--- src/rtl/seg7_pkg.sv ---
// seg7_pkg: segment patterns, nibble codes and scan-state types shared by the
// display driver and the read-back monitor.
package seg7_pkg;

    localparam int SEG_A  = 7;
    localparam int SEG_B  = 6;
    localparam int SEG_C  = 5;
    localparam int SEG_D  = 4;
    localparam int SEG_E  = 3;
    localparam int SEG_F  = 2;
    localparam int SEG_G  = 1;
    localparam int SEG_DP = 0;

    // Active-low a..g patterns; a zero lights the segment.
    localparam logic [6:0] SEG_0     = 7'b0000001;
    localparam logic [6:0] SEG_1     = 7'b1001111;
    localparam logic [6:0] SEG_2     = 7'b0010010;
    localparam logic [6:0] SEG_3     = 7'b0000110;
    localparam logic [6:0] SEG_4     = 7'b1001100;
    localparam logic [6:0] SEG_5     = 7'b0100100;
    localparam logic [6:0] SEG_6     = 7'b0100000;
    localparam logic [6:0] SEG_7     = 7'b0001111;
    localparam logic [6:0] SEG_8     = 7'b0000000;
    localparam logic [6:0] SEG_9     = 7'b0000100;
    localparam logic [6:0] SEG_BLANK = 7'b1111111;

    localparam logic [3:0] NIB_BLANK   = 4'hF;
    localparam logic [3:0] NIB_ILLEGAL = 4'hE;

    typedef enum logic [1:0] {
        ST_IDLE,
        ST_SETTLE,
        ST_HELD
    } scan_state_e;

    function automatic logic one_hot_low(input logic [3:0] an);
        return $onehot(~an);
    endfunction

    function automatic logic [1:0] digit_index(input logic [3:0] an);
        return !an[0] ? 2'd0 : !an[1] ? 2'd1 : !an[2] ? 2'd2 : 2'd3;
    endfunction

endpackage

--- src/rtl/seg7_pattern_decode.sv ---
// seg7_pattern_decode: maps an active-low a..g pattern back to its BCD nibble,
// flagging anything that is neither a digit nor blank.
module seg7_pattern_decode
    import seg7_pkg::*;
(
    input  logic [6:0] seg_abcdefg,
    output logic [3:0] nibble,
    output logic       illegal
);

    always_comb begin
        nibble = NIB_ILLEGAL;
        case (seg_abcdefg)
            SEG_0:     nibble = 4'd0;
            SEG_1:     nibble = 4'd1;
            SEG_2:     nibble = 4'd2;
            SEG_3:     nibble = 4'd3;
            SEG_4:     nibble = 4'd4;
            SEG_5:     nibble = 4'd5;
            SEG_6:     nibble = 4'd6;
            SEG_7:     nibble = 4'd7;
            SEG_8:     nibble = 4'd8;
            SEG_9:     nibble = 4'd9;
            SEG_BLANK: nibble = NIB_BLANK;
            default:   nibble = NIB_ILLEGAL;
        endcase
    end

    assign illegal = (nibble == NIB_ILLEGAL);

endmodule

--- src/rtl/seg7_scan_reader.sv ---
// seg7_scan_reader: reads back a multiplexed active-low 4-digit 7-segment bus and
// publishes a coherent frame once every digit has been captured stable.
module seg7_scan_reader
    import seg7_pkg::*;
#(
    parameter int STABLE_CYCLES = 4
) (
    input  logic        clk,
    input  logic        rst_n,
    input  logic [7:0]  seg,
    input  logic [3:0]  an,
    output logic [15:0] digits,
    output logic [3:0]  dp,
    output logic        frame_done,
    output logic        err,
    output logic [7:0]  err_cnt
);

    localparam logic [7:0] STABLE = STABLE_CYCLES[7:0];

    logic [11:0] sync1_q, sync2_q;
    logic [7:0]  cnt_q, cnt_d;
    scan_state_e state_q, state_d;
    logic [15:0] shadow_q, shadow_d;
    logic [3:0]  sh_dp_q, sh_dp_d;
    logic [3:0]  mask_q, mask_d;
    logic [15:0] digits_q, digits_d;
    logic [3:0]  dp_q, dp_d;
    logic        frame_done_q, frame_done_d;
    logic        err_q, err_d;
    logic [7:0]  err_cnt_q, err_cnt_d;

    logic        capture;
    logic [1:0]  idx;
    logic [3:0]  nib;
    logic        illegal;

    seg7_pattern_decode u_decode (
        .seg_abcdefg (sync1_q[7:1]),
        .nibble      (nib),
        .illegal     (illegal)
    );

    // The counter tracks the stability of the sample entering sync2_q, so a
    // capture lands on the same edge that the count reaches STABLE.
    always_comb begin
        state_d = ST_IDLE;
        cnt_d   = 8'd0;
        if (one_hot_low(sync1_q[11:8])) begin
            if (sync1_q != sync2_q) begin
                cnt_d   = 8'd1;
                state_d = ST_SETTLE;
            end else begin
                cnt_d   = (cnt_q == STABLE) ? cnt_q : cnt_q + 8'd1;
                state_d = (cnt_d == STABLE) ? ST_HELD : ST_SETTLE;
            end
        end
    end

    assign capture = (state_d == ST_HELD) && (state_q != ST_HELD);
    assign idx     = digit_index(sync1_q[11:8]);

    always_comb begin
        shadow_d     = shadow_q;
        sh_dp_d      = sh_dp_q;
        mask_d       = (mask_q == 4'hF) ? 4'h0 : mask_q;
        frame_done_d = (mask_q == 4'hF);
        digits_d     = frame_done_d ? shadow_q : digits_q;
        dp_d         = frame_done_d ? sh_dp_q : dp_q;
        err_d        = capture && illegal;
        err_cnt_d    = (err_d && err_cnt_q != 8'hFF) ? err_cnt_q + 8'd1 : err_cnt_q;
        if (capture) begin
            shadow_d[{idx, 2'b00} +: 4] = nib;
            sh_dp_d[idx]                = ~sync1_q[SEG_DP];
            mask_d[idx]                 = 1'b1;
        end
    end

    always_ff @(posedge clk or negedge rst_n) begin
        if (!rst_n) begin
            sync1_q      <= '1;
            sync2_q      <= '1;
            cnt_q        <= 8'd0;
            state_q      <= ST_IDLE;
            shadow_q     <= 16'hFFFF;
            sh_dp_q      <= 4'h0;
            mask_q       <= 4'h0;
            digits_q     <= 16'hFFFF;
            dp_q         <= 4'h0;
            frame_done_q <= 1'b0;
            err_q        <= 1'b0;
            err_cnt_q    <= 8'd0;
        end else begin
            sync1_q      <= {an, seg};
            sync2_q      <= sync1_q;
            cnt_q        <= cnt_d;
            state_q      <= state_d;
            shadow_q     <= shadow_d;
            sh_dp_q      <= sh_dp_d;
            mask_q       <= mask_d;
            digits_q     <= digits_d;
            dp_q         <= dp_d;
            frame_done_q <= frame_done_d;
            err_q        <= err_d;
            err_cnt_q    <= err_cnt_d;
        end
    end

    assign digits     = digits_q;
    assign dp         = dp_q;
    assign frame_done = frame_done_q;
    assign err        = err_q;
    assign err_cnt    = err_cnt_q;

endmodule

--- config.mk ---
export PLATFORM = sky130hd
export DESIGN_NAME = seg7_scan_reader
export DESIGN_NICKNAME = d
export VERILOG_FILES = /design/src/rtl/seg7_pkg.sv /design/src/rtl/seg7_pattern_decode.sv /design/src/rtl/seg7_scan_reader.sv
export SDC_FILE = /design/constraint.sdc
export NUM_CORES = 1
export LEC_CHECK = 0
export ABC_AREA = 1
export CORE_MARGIN = 2
export CORE_UTILIZATION = 45
export CTS_BUF_LIST = sky130_fd_sc_hd__clkbuf_8
export CTS_CLUSTER_DIAMETER = 60
export DETAILED_ROUTE_END_ITERATION = 16
export GPL_ROUTABILITY_DRIVEN = 0
export PLACE_DENSITY = 0.69
export SYNTH_ARGS = -nofsm -noshare
export SYNTH_HDL_FRONTEND = slang
export SYNTH_SLANG_ARGS = --single-unit
--- constraint.sdc ---
create_clock -name clk -period 4.74 [get_ports clk]
set_clock_uncertainty 0.15 [all_clocks]
set_input_delay 0.711 -clock clk [delete_from_list [all_inputs] [get_ports clk]]
set_output_delay 0.711 -clock clk [all_outputs]
set_load 0.005 [all_outputs]
==> run_results.csv, run 1 <==
group,metric,value,unit
floorplan,coreArea,9240,um^2
grt,grt_overflow,0,
routing,drtPass1Iterations,4,
routing,antenna_left,0,
sta,rsz0062_at_grt,"no",
sta,setup-tns-final,0,ns
routing,drc,0,
floorplan,start_util,46.3,%
cells_and_area,final_area,5010,um^2
clock_tree,htreeDepth,3,
sta,max-slew-margin-rel,34.7,%
synth,netlist_area,4280,um^2
clock_tree,cts_tree,"built",
worst_setup_path,cp-start-kind,"flop",
synth,yosys.area.top_type_share,34.4,%
sta,setup_viol,0,
synth,yosysWarningCount,0,
synth,syn_avg_cell_area,8.72,um^2
job,drv_cap,0,
floorplan,die_w,102,um
synth,yosysMostFrequentCell,"nand2_1",
pwr,power_density,271,nW/um^2
floorplan,die_y,102,um
synth,yosysUniqueCellTypes,34,
synth,synth_cells,491,
clock_tree,cts.clk_slew.worst_paths,0.08,ns
placed_design,dpl_cell_area,4830,um^2
worst_setup_path,cp.required,4.88,ns
placed_design,placed_cells,656,
worst_hold_path,hp-class,"flop to flop",
synth,synth_edf_count,0,
placed_design,port_buffers,43,
grt,grt_pass1_wl,14.4,mm
synth,yosys_most_used_dff,"dfstp_2",
routing,first_iter_violations,152,
clock_tree,cts-hold-fix-buffers,0,
pwr,leakage,2.36,nW
status,status,"finished, final reports clean",
clock_tree,clockBufferDepth,2,
cells_and_area,diodes,0,
clock_tree,numClockSinks,88,
clock_tree,post-cts-setup-buffers,0,
synth,ys_seq_elements,88,
clock_tree,cts_resized,0,
grt,grt.total_usage,17.8,%
sta,slew_violations,0,
grt,grt_max_degree,61,
synth,synth_commonest_cells,"nand2_1 (179), dfstp_2 (56), nor2_1 (44), inv_1 (42), dfrtp_1 (32)",
routing,dr_total_vias,3234,
placed_design,place.detailed.hpwl,6.12,mm
cells_and_area,area_delta_synth_final,17.0,%
cells_and_area,fin_nets,565,
sta,timing.final.crit_share,67.5,%
synth,synth_top_area_cell,"dfstp_2",
clock_tree,cts-buffers-inserted,9,
floorplan,num_io_pins,44,
clock_tree,insertion_delay,0.36,ns
cells_and_area,final_cells,672,
floorplan,die-area,10300,um^2
synth,async_flop_share,100,%
floorplan,rows,35,
pwr,vdd.ir_drop.worst,0.180,mV
routing,via_per_inst,4.81,
sta,finalHoldViolations,0,
grt,grt_pass1_vias,3170,
worst_setup_path,crit_type,"flop to flop",
pwr,total_power,1.36,mW
synth,synth_area_leaders,"dfstp_2 (34%), dfrtp_1 (19%), nand2_1 (16%)",
sta,min_period,3.20,ns
clock_tree,cts_root_buf,"clkbuf_8",
sta,max_freq,313,MHz
grt,antenna_found_initial,0,
synth,syn_nets,518,
worst_setup_path,arrival,3.34,ns
sta,tightest_slew,0.977,ns
routing,routed_wl,8.24,mm
worst_setup_path,cp-end-kind,"flop",
cells_and_area,drive_gt1_share,19.5,%
routing,wl_per_cell,12.3,um
worst_setup_path,crit_fanout,11,
synth,synth-seq-area-share,53.1,%
-- cell usage in the layout (no fill, tap or decap), drive strengths merged --
cell | Yosys | routed
a21oi | 6 | 6
clkbuf | 4 | 9
clkdlybuf4s50 | 0 | 42
nor3 | 9 | 9
xnor2 | 5 | 5
dfstp | 56 | 56
and2 | 2 | 2
nand4 | 18 | 18
xor2 | 9 | 9
fa | 1 | 1
o21ai | 24 | 24
inv | 46 | 49
clkinvlp | 0 | 3
nand2 | 185 | 185
dfrtp | 32 | 32
buf | 4 | 2
ha | 12 | 12
clkinv | 1 | 2
nor2 | 52 | 52
a31oi | 1 | 1
nand3 | 22 | 22
nand3b | 2 | 2
-- layer usage --
metal	GRT usage, %	part of all wire (%)
met5	0	0
met4	6.03	1.4
met3	3.86	2.9
met1	22.9	46
met2	29.8	49
-- final cells by class --
cell class              instances  area, um^2
inverters                      47         176
repair buffers                 44         435
clock inverters                 7        53.8
multi-input cells             348        1790
well taps                     129         161
fillers                       856        4230
flip-flops and latches         88        2270
clock buffers                   9         124
-- stage by stage --
stage	worst slack (ns)	hold WS, ns	utilization [%]
after global routing	1.35	0.238	54.2
after CTS	1.55	0.228	54.2
after global placement	1.67	0.214	52.3
after detailed placement	1.58	0.215	52.3
final	1.54	0.226	54.2
after floorplan	2.18	0.211	-
-- sequential cells by signal, indices dropped and copies added (netlist names) --
name        count
cnt_q           8
digits         16
dp              4
err             1
err_cnt         8
frame_done      1
mask_q          4
sh_dp_q         4
shadow_q       16
state_q         2
sync1_q        12
sync2_q        12
-- final timing paths --
kind,endpoint,depth (start not counted),start,slack (ns)
worst max-delay path,err_cnt[3],9,sync1_q[9],1.54
worst min-delay path,sync2_q[10],0,sync1_q[10],0.23
worst max register to register,err_cnt[3],9,sync1_q[9],1.54
worst min register to register,sync2_q[10],0,sync1_q[10],0.23
max in group asynchronous,sync1_q[8],2,rst_n,3.31
min in group asynchronous,err_cnt[6],1,rst_n,0.25
-- report_power, final --
group,internal [mW],total [mW],switching [mW]
sequential,0.774,0.787,0.0129
clock,0.195,0.472,0.277
combinational,0.0333,0.0994,0.0660
total,1.00,1.36,0.356
-- logic make-up after synthesis --
logic type	count (synthesis)	share of synthesized area [%]
AND/OR/NAND/NOR	290	30.6
flip-flops	88	53.1
buffers and inverters	55	5.20
AO/OA/AOI/OAI	31	4.27
XOR/XNOR	14	2.86
adder cells (fa/ha/maj)	13	3.97
-- critical path, stage by stage, from the launching register on --
cell and delay, ns:
dfstp_2 0.61, fa_1 0.44, inv_1 0.07, ha_1 0.14, ha_1 0.25, nor3_4 0.37
nand4_1 0.19, nor2_1 0.62, nand4_1 0.17, nand2_1 0.12
No activity file was read; power rests on OpenSTA's default activity.
==> inputs of run 2 (changes only) <==
==> constraint.sdc (replaced) <==
create_clock -name clk -period 3 [get_ports clk]
set_clock_uncertainty 0.15 [all_clocks]
set_input_delay 0.45 -clock clk [delete_from_list [all_inputs] [get_ports clk]]
set_output_delay 0.45 -clock clk [all_outputs]
set_load 0.005 [all_outputs]
==> run 2 against run 1 <==
Effect of this change: wire length is 1.4% lower; critical path depth rose by 2; register-to-register slack worse by 1.3 ns; cell count grew 0.89%; via count down 0.53%; critical path type unchanged; largest power group unchanged.
==> run_results.csv, run 2 (synthesis results as in run 1) <==
group,metric,value,unit
routing,antenna_left,0,
worst_setup_path,cp-end-kind,"flop",
worst_setup_path,cp.required,3.10,ns
worst_setup_path,cp-start-kind,"flop",
routing,drc,0,
sta,slew_violations,0,
worst_setup_path,crit_type,"flop to flop",
grt,grt_overflow,0,
clock_tree,cts_tree,"built",
worst_setup_path,arrival,2.85,ns
routing,first_iter_violations,135,
floorplan,die_w,102,um
floorplan,start_util,46.3,%
placed_design,place.detailed.hpwl,6.03,mm
routing,wl_per_cell,12.0,um
sta,rsz0062_at_grt,"no",
grt,grt_pass1_vias,3248,
clock_tree,cts-buffers-inserted,9,
cells_and_area,final_cell_mix,"nand2_1 (179), dfstp_2 (56), nor2_1 (44), inv_1 (42), clkdlybuf4s50_1 (42)",
grt,grt.total_usage,17.8,%
floorplan,rows,35,
cells_and_area,fin_nets,571,
placed_design,port_buffers,43,
clock_tree,insertion_delay,0.36,ns
sta,setup-tns-final,0,ns
job,drv_cap,0,
pwr,vdd.ir_drop.worst,0.238,mV
pwr,internal_power,1.68,mW
sta,setup_viol,0,
cells_and_area,layout_commonest_cell,"nand2_1",
floorplan,die-area,10300,um^2
sta,timing.final.crit_share,91.4,%
clock_tree,post-cts-setup-buffers,0,
routing,dr_total_vias,3217,
pwr,pwr-share-seq,55.3,%
cells_and_area,drive_gt1_share,20.2,%
cells_and_area,diodes,0,
worst_hold_path,hp-class,"flop to flop",
cells_and_area,area_delta_synth_final,19.2,%
sta,finalHoldViolations,0,
pwr,leakage,2.42,nW
pwr,comb_power_share,7.4,%
cells_and_area,fill_cells,841,
floorplan,coreArea,9240,um^2
routing,via_per_inst,4.74,
routing,drtPass1Iterations,4,
grt,antenna_found_initial,0,
status,status,"finished, final reports clean",
grt,grt_max_degree,61,
clock_tree,cts_root_buf,"clkbuf_8",
pwr,clkPwrFrac,37.3,%
pwr,switchingPower,572,uW
sta,min_period,2.74,ns
placed_design,placed_cells,661,
floorplan,die_y,102,um
cells_and_area,final_cells,678,
routing,routed_wl,8.12,mm
grt,grt_pass1_wl,14.5,mm
pwr,power_density,441,nW/um^2
pwr,p_sw_share,25.4,%
floorplan,num_io_pins,44,
sta,max_freq,365,MHz
sta,tightest_slew,0.632,ns
worst_setup_path,crit_fanout,8,
sta,max-slew-margin-rel,57.8,%
clock_tree,htreeDepth,3,
clock_tree,numClockSinks,88,
clock_tree,cts.clk_slew.worst_paths,0.09,ns
clock_tree,clockBufferDepth,2,
-- run 2: cell count changes in the layout (fill, tap and decap cells not counted) --
cell,previous run,this run
buf_4,2,6
inv_8,0,1
nand4_4,1,2
nand4_2,1,0
buf_12,0,1
dlygate4sd3_1,0,1
clkinvlp_4,3,0
clkinv_2,1,2
bufinv_16,0,1
clkinv_4,0,1
inv_6,3,2
-- run 2: per-stage QoR --
stage               cell area, um^2  util (%)  total power [mW]  hold slack, ns  worst slack, ns
floorplan                      4280         -              1.36         0.00441            0.439
global placement               4880      52.8              1.42           0.213            0.321
detailed placement             4880      52.8              1.43           0.216            0.204
CTS                            5090      55.1              2.27           0.229            0.194
global route                   5100      55.2              2.34           0.239           0.0498
finish                         5100      55.2              2.25           0.227            0.258
-- run 2: area by class of cell --
| cell class | count | area [um^2] | area share (%) |
|---|---|---|---|
| clock buffer | 9 | 124 | 2.43 |
| clock inverter | 7 | 77.6 | 1.52 |
| inverter | 47 | 176 | 3.46 |
| multi-input combinational | 348 | 1800 | 35.2 |
| sequential | 88 | 2270 | 44.5 |
| tap | 129 | 161 | 3.16 |
| timing repair buffer | 50 | 495 | 9.71 |
-- run 2: what timing repair did --
item / in CTS / in global routing
endpoints found under the setup margin: 0 / 4
endpoints found under the hold margin: 6 / 0
resized for setup: 0 / 1
hold buffers: 1 / 0
-- run 2: power groups by stage --
stage	registers, mW	logic [mW]	clock network, mW
2_1_floorplan	1.26	0.0970	0
3_3_place_gp	1.26	0.163	0
3_5_place_dp	1.26	0.167	0
4_1_cts	1.24	0.169	0.863
5_1_grt	1.25	0.191	0.902
6_report	1.24	0.167	0.840
-- run 2: final timing paths --
kind,start,endpoint,slack (ns),cells after the start
worst max-delay path,sync1_q[9],err_cnt[1],0.26,11
worst min-delay path,sync1_q[10],sync2_q[10],0.23,0
worst max register to register,sync1_q[9],err_cnt[1],0.26,11
worst min register to register,sync1_q[10],sync2_q[10],0.23,0
max in group asynchronous,rst_n,digits[11],1.64,3
min in group asynchronous,rst_n,err_cnt[4],0.38,2
-- run 2: layer usage --
layer / up-vias / wire (um) / global-route usage [%]
met2: 56 / 3950 / 29.3
li1: 1655 / - / -
met1: 1494 / 3810 / 23.0
met3: 12 / 219 / 3.11
met4: 0 / 143 / 7.80
met5: - / 0 / 0
-- run 2: critical path, stage by stage, from the launching register on --
cell	delay, ns
dfstp_2	0.60
fa_1	0.43
inv_1	0.06
ha_1	0.14
ha_1	0.25
nor3_4	0.21
buf_4	0.18
inv_1	0.08
nor2_1	0.20
nand4_4	0.18
nand2_1	0.11
nand2_1	0.05
